**src/rtl/ifu_fetch.sv**
```systemverilog
// ifu_fetch: single-outstanding instruction fetch stage with redirect squash; optional IFU_MISALIGN_CHK_EN traps misaligned redirect targets
module ifu_fetch #(
  parameter int XLEN = 32,
  parameter logic [XLEN-1:0] RESET_PC = 32'h80000000
) (
  input  logic            clk,
  input  logic            reset,
  output logic            req_valid,
  input  logic            req_ready,
  output logic [XLEN-1:0] req_addr,
  input  logic            rsp_valid,
  input  logic [31:0]     rsp_data,
  output logic            inst_valid,
  input  logic            inst_ready,
  output logic [31:0]     inst,
  output logic [XLEN-1:0] inst_pc,
  input  logic            redirect_valid,
  input  logic [XLEN-1:0] redirect_pc,
  output logic            fetch_fault
);
  typedef enum logic [1:0] {IDLE, REQ, WAIT, HOLD} state_t;
  state_t state, state_n;
  logic [XLEN-1:0] pc, pc_n;
  logic drop, drop_n, fault, fault_n, cap;
  assign req_valid   = state == REQ;
  assign req_addr    = pc;
  assign inst_valid  = state == HOLD && !fault;
  assign fetch_fault = fault;
  always_comb begin
    state_n = state;
    drop_n  = drop;
    cap     = 1'b0;
    case (state)
      IDLE: state_n = REQ;
      // a redirect coinciding with acceptance means the issued address is already stale
      REQ: if (req_ready) begin
        state_n = WAIT;
        drop_n  = redirect_valid;
      end
      WAIT: if (rsp_valid) begin
        drop_n  = 1'b0;
        cap     = !(drop || redirect_valid);
        state_n = cap ? HOLD : REQ;
      end else if (redirect_valid) drop_n = 1'b1;
      HOLD: state_n = (redirect_valid || inst_ready) ? REQ : HOLD;
      default: state_n = IDLE;
    endcase
    pc_n = redirect_valid ? redirect_pc : (state == HOLD && inst_ready) ? pc + XLEN'(4) : pc;
`ifdef IFU_MISALIGN_CHK_EN
    fault_n = fault || (redirect_valid && redirect_pc[1:0] != 2'b00);
    if (fault_n) state_n = IDLE;
`else
    fault_n = 1'b0;
`endif
  end
  always_ff @(posedge clk or posedge reset) begin
    if (reset) begin
      state   <= IDLE;
      pc      <= RESET_PC;
      drop    <= 1'b0;
      fault   <= 1'b0;
      inst    <= '0;
      inst_pc <= '0;
    end else begin
      state <= state_n;
      pc    <= pc_n;
      drop  <= drop_n;
      fault <= fault_n;
      if (cap) begin
        inst    <= rsp_data;
        inst_pc <= pc;
      end
    end
  end
endmodule

```
**config.mk**
```make
export PLATFORM = sky130hd
export DESIGN_NAME = ifu_fetch
export DESIGN_NICKNAME = d
export VERILOG_FILES = /design/src/rtl/ifu_fetch.sv
export SDC_FILE = /design/constraint.sdc
export NUM_CORES = 1
export LEC_CHECK = 0
export CAP_MARGIN = 20
export CELL_PAD_IN_SITES_DETAIL_PLACEMENT = 2
export CELL_PAD_IN_SITES_GLOBAL_PLACEMENT = 2
export CORE_MARGIN = 4
export CORE_UTILIZATION = 27
export DETAILED_ROUTE_END_ITERATION = 12
export GPL_ROUTABILITY_DRIVEN = 0
export MAX_ROUTING_LAYER = met4
export PLACE_DENSITY = 0.84
export SYNTH_ARGS = -nofsm -noshare
export SYNTH_HDL_FRONTEND = slang
export SYNTH_SLANG_ARGS = --single-unit
```
**constraint.sdc**
```tcl
create_clock -name clk -period 3.55 [get_ports clk]
set_input_delay 0.355 -clock clk [delete_from_list [all_inputs] [get_ports clk]]
set_output_delay 0.355 -clock clk [all_outputs]
set_load 0.01 [all_outputs]
```
======== After elaboration in Yosys (flattened, before gate mapping) ========
Index checks and enable logic that the tools add are counted.
storage, ports and cells
  word-level logic and storage cells ...... 34
  bits in registers ....................... 99
cells by class
  reduce and logical (&&, ||, !) cells .... 9
  equality and inequality tests ........... 6
  mux-type cells .......................... 13
  add/sub/neg operators ................... 1
operators by type and width
  operator               number
  $mux 32                2
  $add 32x3->32 const B  1
  $mux 2                 4
  $pmux 2 s4             1
  $mux 1                 5
  $eq 2x2->1 const B     2
  $reduce_bool 2->1      2
  $ne 3x3->1 const B     1
  $reduce_and 3->1       1
  $eq 2x1->1 const B     1
  $logic_not 2->1        1
  $logic_or 1x1->1       2
  $ne 2x1->1 const B     1
  $ne 2x2->1 const B     1
  $pmux 1 s2             1
  $reduce_and 2->1       1
  $logic_and 1x1->1      1
  $logic_not 1->1        1

======== Depth between registers and ports, before layout ========
  depth in word-level cells ............... 4
  gate-level depth with buffers ........... 6
  mapped depth without buffers ............ 5

======== Worst setup path after synthesis ========
OpenSTA, ideal clock, no wires.
  path type ............................... reg-to-reg
  from .................................... reg pc[2] (netlist: req_addr[2])
  to ...................................... reg pc[28] (netlist: req_addr[28])
  arrival ................................. 1833 ps
  setup slack ............................. 1591 ps
  setup time .............................. 126 ps
  required time ........................... 3424 ps
  cell stages (with the launch flop) ...... 7
  clock period less this slack ............ 1959 ps
  path through ............................ dfrtp_1 ha_1 nand4_1 clkbuf_1 nor4_1 a41oi_1 a311o_1
between the ends
  cells in the longest elaborated chain, start to end .. 3
ends and longest elaborated chain
  element                   line  RTL
  start: declaration        23    logic [XLEN-1:0] pc, pc_n;
  start signal: assignment  66    pc <= pc_n;
  $add 32x3->32             48    pc_n = redirect_valid ? redirect_pc : (state == HOLD && inst_ready) ? pc + XLEN'(4) : pc;
  $mux 32 (2 in a row)      48
No other way between the ends. The select of a mux whose other input is x is not followed.
A chain may end at the register's enable or synchronous reset.

======== Worst setup path after layout ========
  from .................................... reg state[0]
  to ...................................... reg inst[19]
between the ends
  cells in the longest elaborated chain, start to end .. 2
ends and longest elaborated chain
  element                   line  RTL
  start: declaration        22    state_t state, state_n;
  start signal: assignment  65    state <= state_n;
  $eq 2x2->1                33    case (state)
  $mux 1                    33
  end signal: assignment    70    inst <= rsp_data;
  end: declaration          15    output logic [31:0] inst,
No other way between the ends.

==> impl_metrics.toml <==
[critical_path]
r2r-start = "state[0]"
worst_r2r_path_depth = 3
end_kind = "flip-flop"
worst-path-stages = 3
worstSetupStartpointType = "flip-flop"
crit_chain = "nor4b_1 > nand2_4 > mux2_2"
crit_arrival_ns = 2.67
path_max_fanout = 72
max_stage_delay_ns = 0.62
worst-path-buf-inv = 0
reg2reg_slack_ns = 1.12
slowest_stage = "nor4b_1"
regToRegEndpoint = "inst[19]"
path_delay_family = "simple AND/OR/NAND/NOR gates"
crit_type = "flip-flop to flip-flop"
worstSetupStartpoint = "state[0]"
critPathCapture = "inst[19]"
critPathRequiredTime_ns = 3.78

[cells_and_area]
layout.cell_area.non_filler_mm2 = 0.00659
diodes = 0
drive_gt1_share_pct = 16.2
fin_nets = 615
area_delta_synth_final_pct = 50.1
fin_util_pct = 41.5

[route]
wl_per_cell_um = 19.7
postRouteAntennaNets = 0
drt-total-wl_um = 15000
firstDrtPassIters = 4
via_per_inst = 4.86
drt_iter0_markers = 120
drcViolationCount = 0
num_vias = 3720

[sta]
fin_setup_tns_ns = 0
slew_viol_final = 0
fin_crit_sh_pct = 68.6
worst_pin_slew_ns = 0.915
rsz0062_at_grt = "no"
hold_viol = 0
clock_skew_ns = 0.00876
setup_slack_ns = 1.12
min_period_ns = 2.43
maxSlewHeadroom_pct = 39.0
max_freq_mhz = 411
finalSetupViolations = 0

[clock_network]
clockBufferDepth = 2
cts_resized = 0
cts_setup_buffers = 0
hold_buffers = 0
cts_tree = "built"
htreeDepth = 3
cts_inserted_buffers = 9
clock_sinks = 99
cts_root_buf = "clkbuf_16"
clkTransAtPathRegs_ns = 0.07
insertion_delay_ns = 0.36

[yosys]
synth_edf_count = 0
yosysTopAreaCellShare_pct = 55.8
synth_area_leaders = "dfrtp_1 56%, mux2_2 15%, nand2_1 3.4%"
synth_warnings = 0
synth_common_cells = "98 x dfrtp_1, 58 x mux2_2, 40 x nand2_1, 27 x o21ai_0, 19 x clkbuf_1"
syn_area_mm2 = 0.00439
synth_top_flop_cell = "dfrtp_1"
yosys.area.top_type = "dfrtp_1"
syn_nets = 454
ys_async_sr_fraction_pct = 100
syn-instance-count = 383
yosysMostFrequentCell = "dfrtp_1"
postSynthAreaPerCell_um2 = 11.5
ys_ff_latch = 99
synth.distinct_cells = 39
synth_seq_area_share_pct = 56.4

[floorplanning]
rows = 46
die-area_mm2 = 0.0184
top_level_ports = 169
die_x_um = 136
coreArea_mm2 = 0.0159
die_h_um = 136
start_util_pct = 27.7

[place]
dp_hpwl_um = 11100
place_ws_ns = 0.931
io_buffers = 167
place_area_mm2 = 0.00629

[hold_path]
hold_class = "flip-flop to flip-flop"

[grt]
track_usage_pct = 17.2
grt-ovfl-total = 0
grt_antenna_before_repair = 0
grt_pass1_vias = 4219
grt_max_degree = 73
grt_pass1_wl_um = 24000

[job]
maxCapViolations = 0

[pwr]
p_per_area_mw_per_mm2 = 673
leakage_nw = 2.72
vdd_drop_max_uv = 315

[status]
outcome = "completed"
metrics by stage:
step                hold slack [ns]  std cells  total power [W]
global placement              0.464        749          0.00336
detailed placement            0.490        749          0.00347
floorplan                     0.475        383          0.00240
finish                        0.497        765          0.00444
global route                  0.526        765          0.00469
CTS                           0.507        765          0.00452
sequential cells by signal, indices dropped and copies added (netlist names):
name	flops
req_addr	32
inst_pc	32
drop	1
state	2
inst	32
layer usage:
metal,routed length (µm),track usage (%)
met1,6210,20.1
met2,7900,30.0
met3,702,3.60
met4,237,5.21
met5,0,-
area by class of cell:
class	instances	area [µm²]
Inverter	10	40.0
Clock inverter	6	65.1
Sequential cell	99	2480
Timing Repair Buffer	172	1700
Multi-Input combinational cell	252	1800
Tap cell	216	270
Clock buffer	10	239
Fill cell	1668	9290
power breakdown:
group / switching, W / internal, W
Clock: 0.000458 / 0.000566
Sequential: 0.000287 / 0.00151
Combinational: 0.000620 / 0.000999
cell families (layout without fill, tap and decap cells):
| kind of cell | after synthesis | after routing | share of synthesized area [%] |
|---|---|---|---|
| AOI/OAI and AO/OA | 58 | 58 | 8.35 |
| xor gates and xnor gates | 11 | 11 | 2.19 |
| adders and majority gates | 1 | 1 | 0.285 |
| buffers and inverters | 32 | 198 | 2.85 |
| DFF | 99 | 99 | 56.4 |
| muxes | 59 | 59 | 15.1 |
| other | 1 | 1 | 0.0854 |
| and+or+nand+nor | 122 | 122 | 14.7 |
how the worst min path moves through the flow:
stage	start	to	slack, ns	depth (start not counted)
floorplan	redirect_pc[14]	req_addr[14]	0.47	2
global placement	inst_pc[30]	inst_pc[30]	0.46	2
detailed placement	inst_pc[24]	inst_pc[24]	0.49	2
CTS	inst_pc[24]	inst_pc[24]	0.51	2
global route	inst_pc[24]	inst_pc[24]	0.53	2
finish	inst_pc[24]	inst_pc[24]	0.50	2
worst min-delay path, delay by kind of cell (launching register included):
kind | cells | cell delay (ns)
AND/OR/NAND/NOR | 1 | 0.05
AO/OA/AOI/OAI | 1 | 0.06
flip-flops | 1 | 0.35
layout by cell type (no fill, tap or decap), types with 3 or more instances in the layout:
cell             instances
clkdlybuf4s50_1        166
nand2_1                 39
and3_1                   5
nor4_1                   4
dfrtp_1                 98
clkbuf_16                9
nor3b_1                  3
inv_1                    9
a211o_1                  4
or4_1                    6
a31oi_1                  9
mux2_2                  58
o21ai_0                 27
o31ai_1                  5
nor3_1                   5
nor2_1                  15
or2_2                    3
buf_4                    5
and2_1                   3
xnor2_1                  9
nand3_1                 13
a21oi_1                  4
a311o_1                  4
or3_1                    4
o311ai_0                 3
nand4_1                 13
Note: power is estimated with default switching activity, not from simulation.
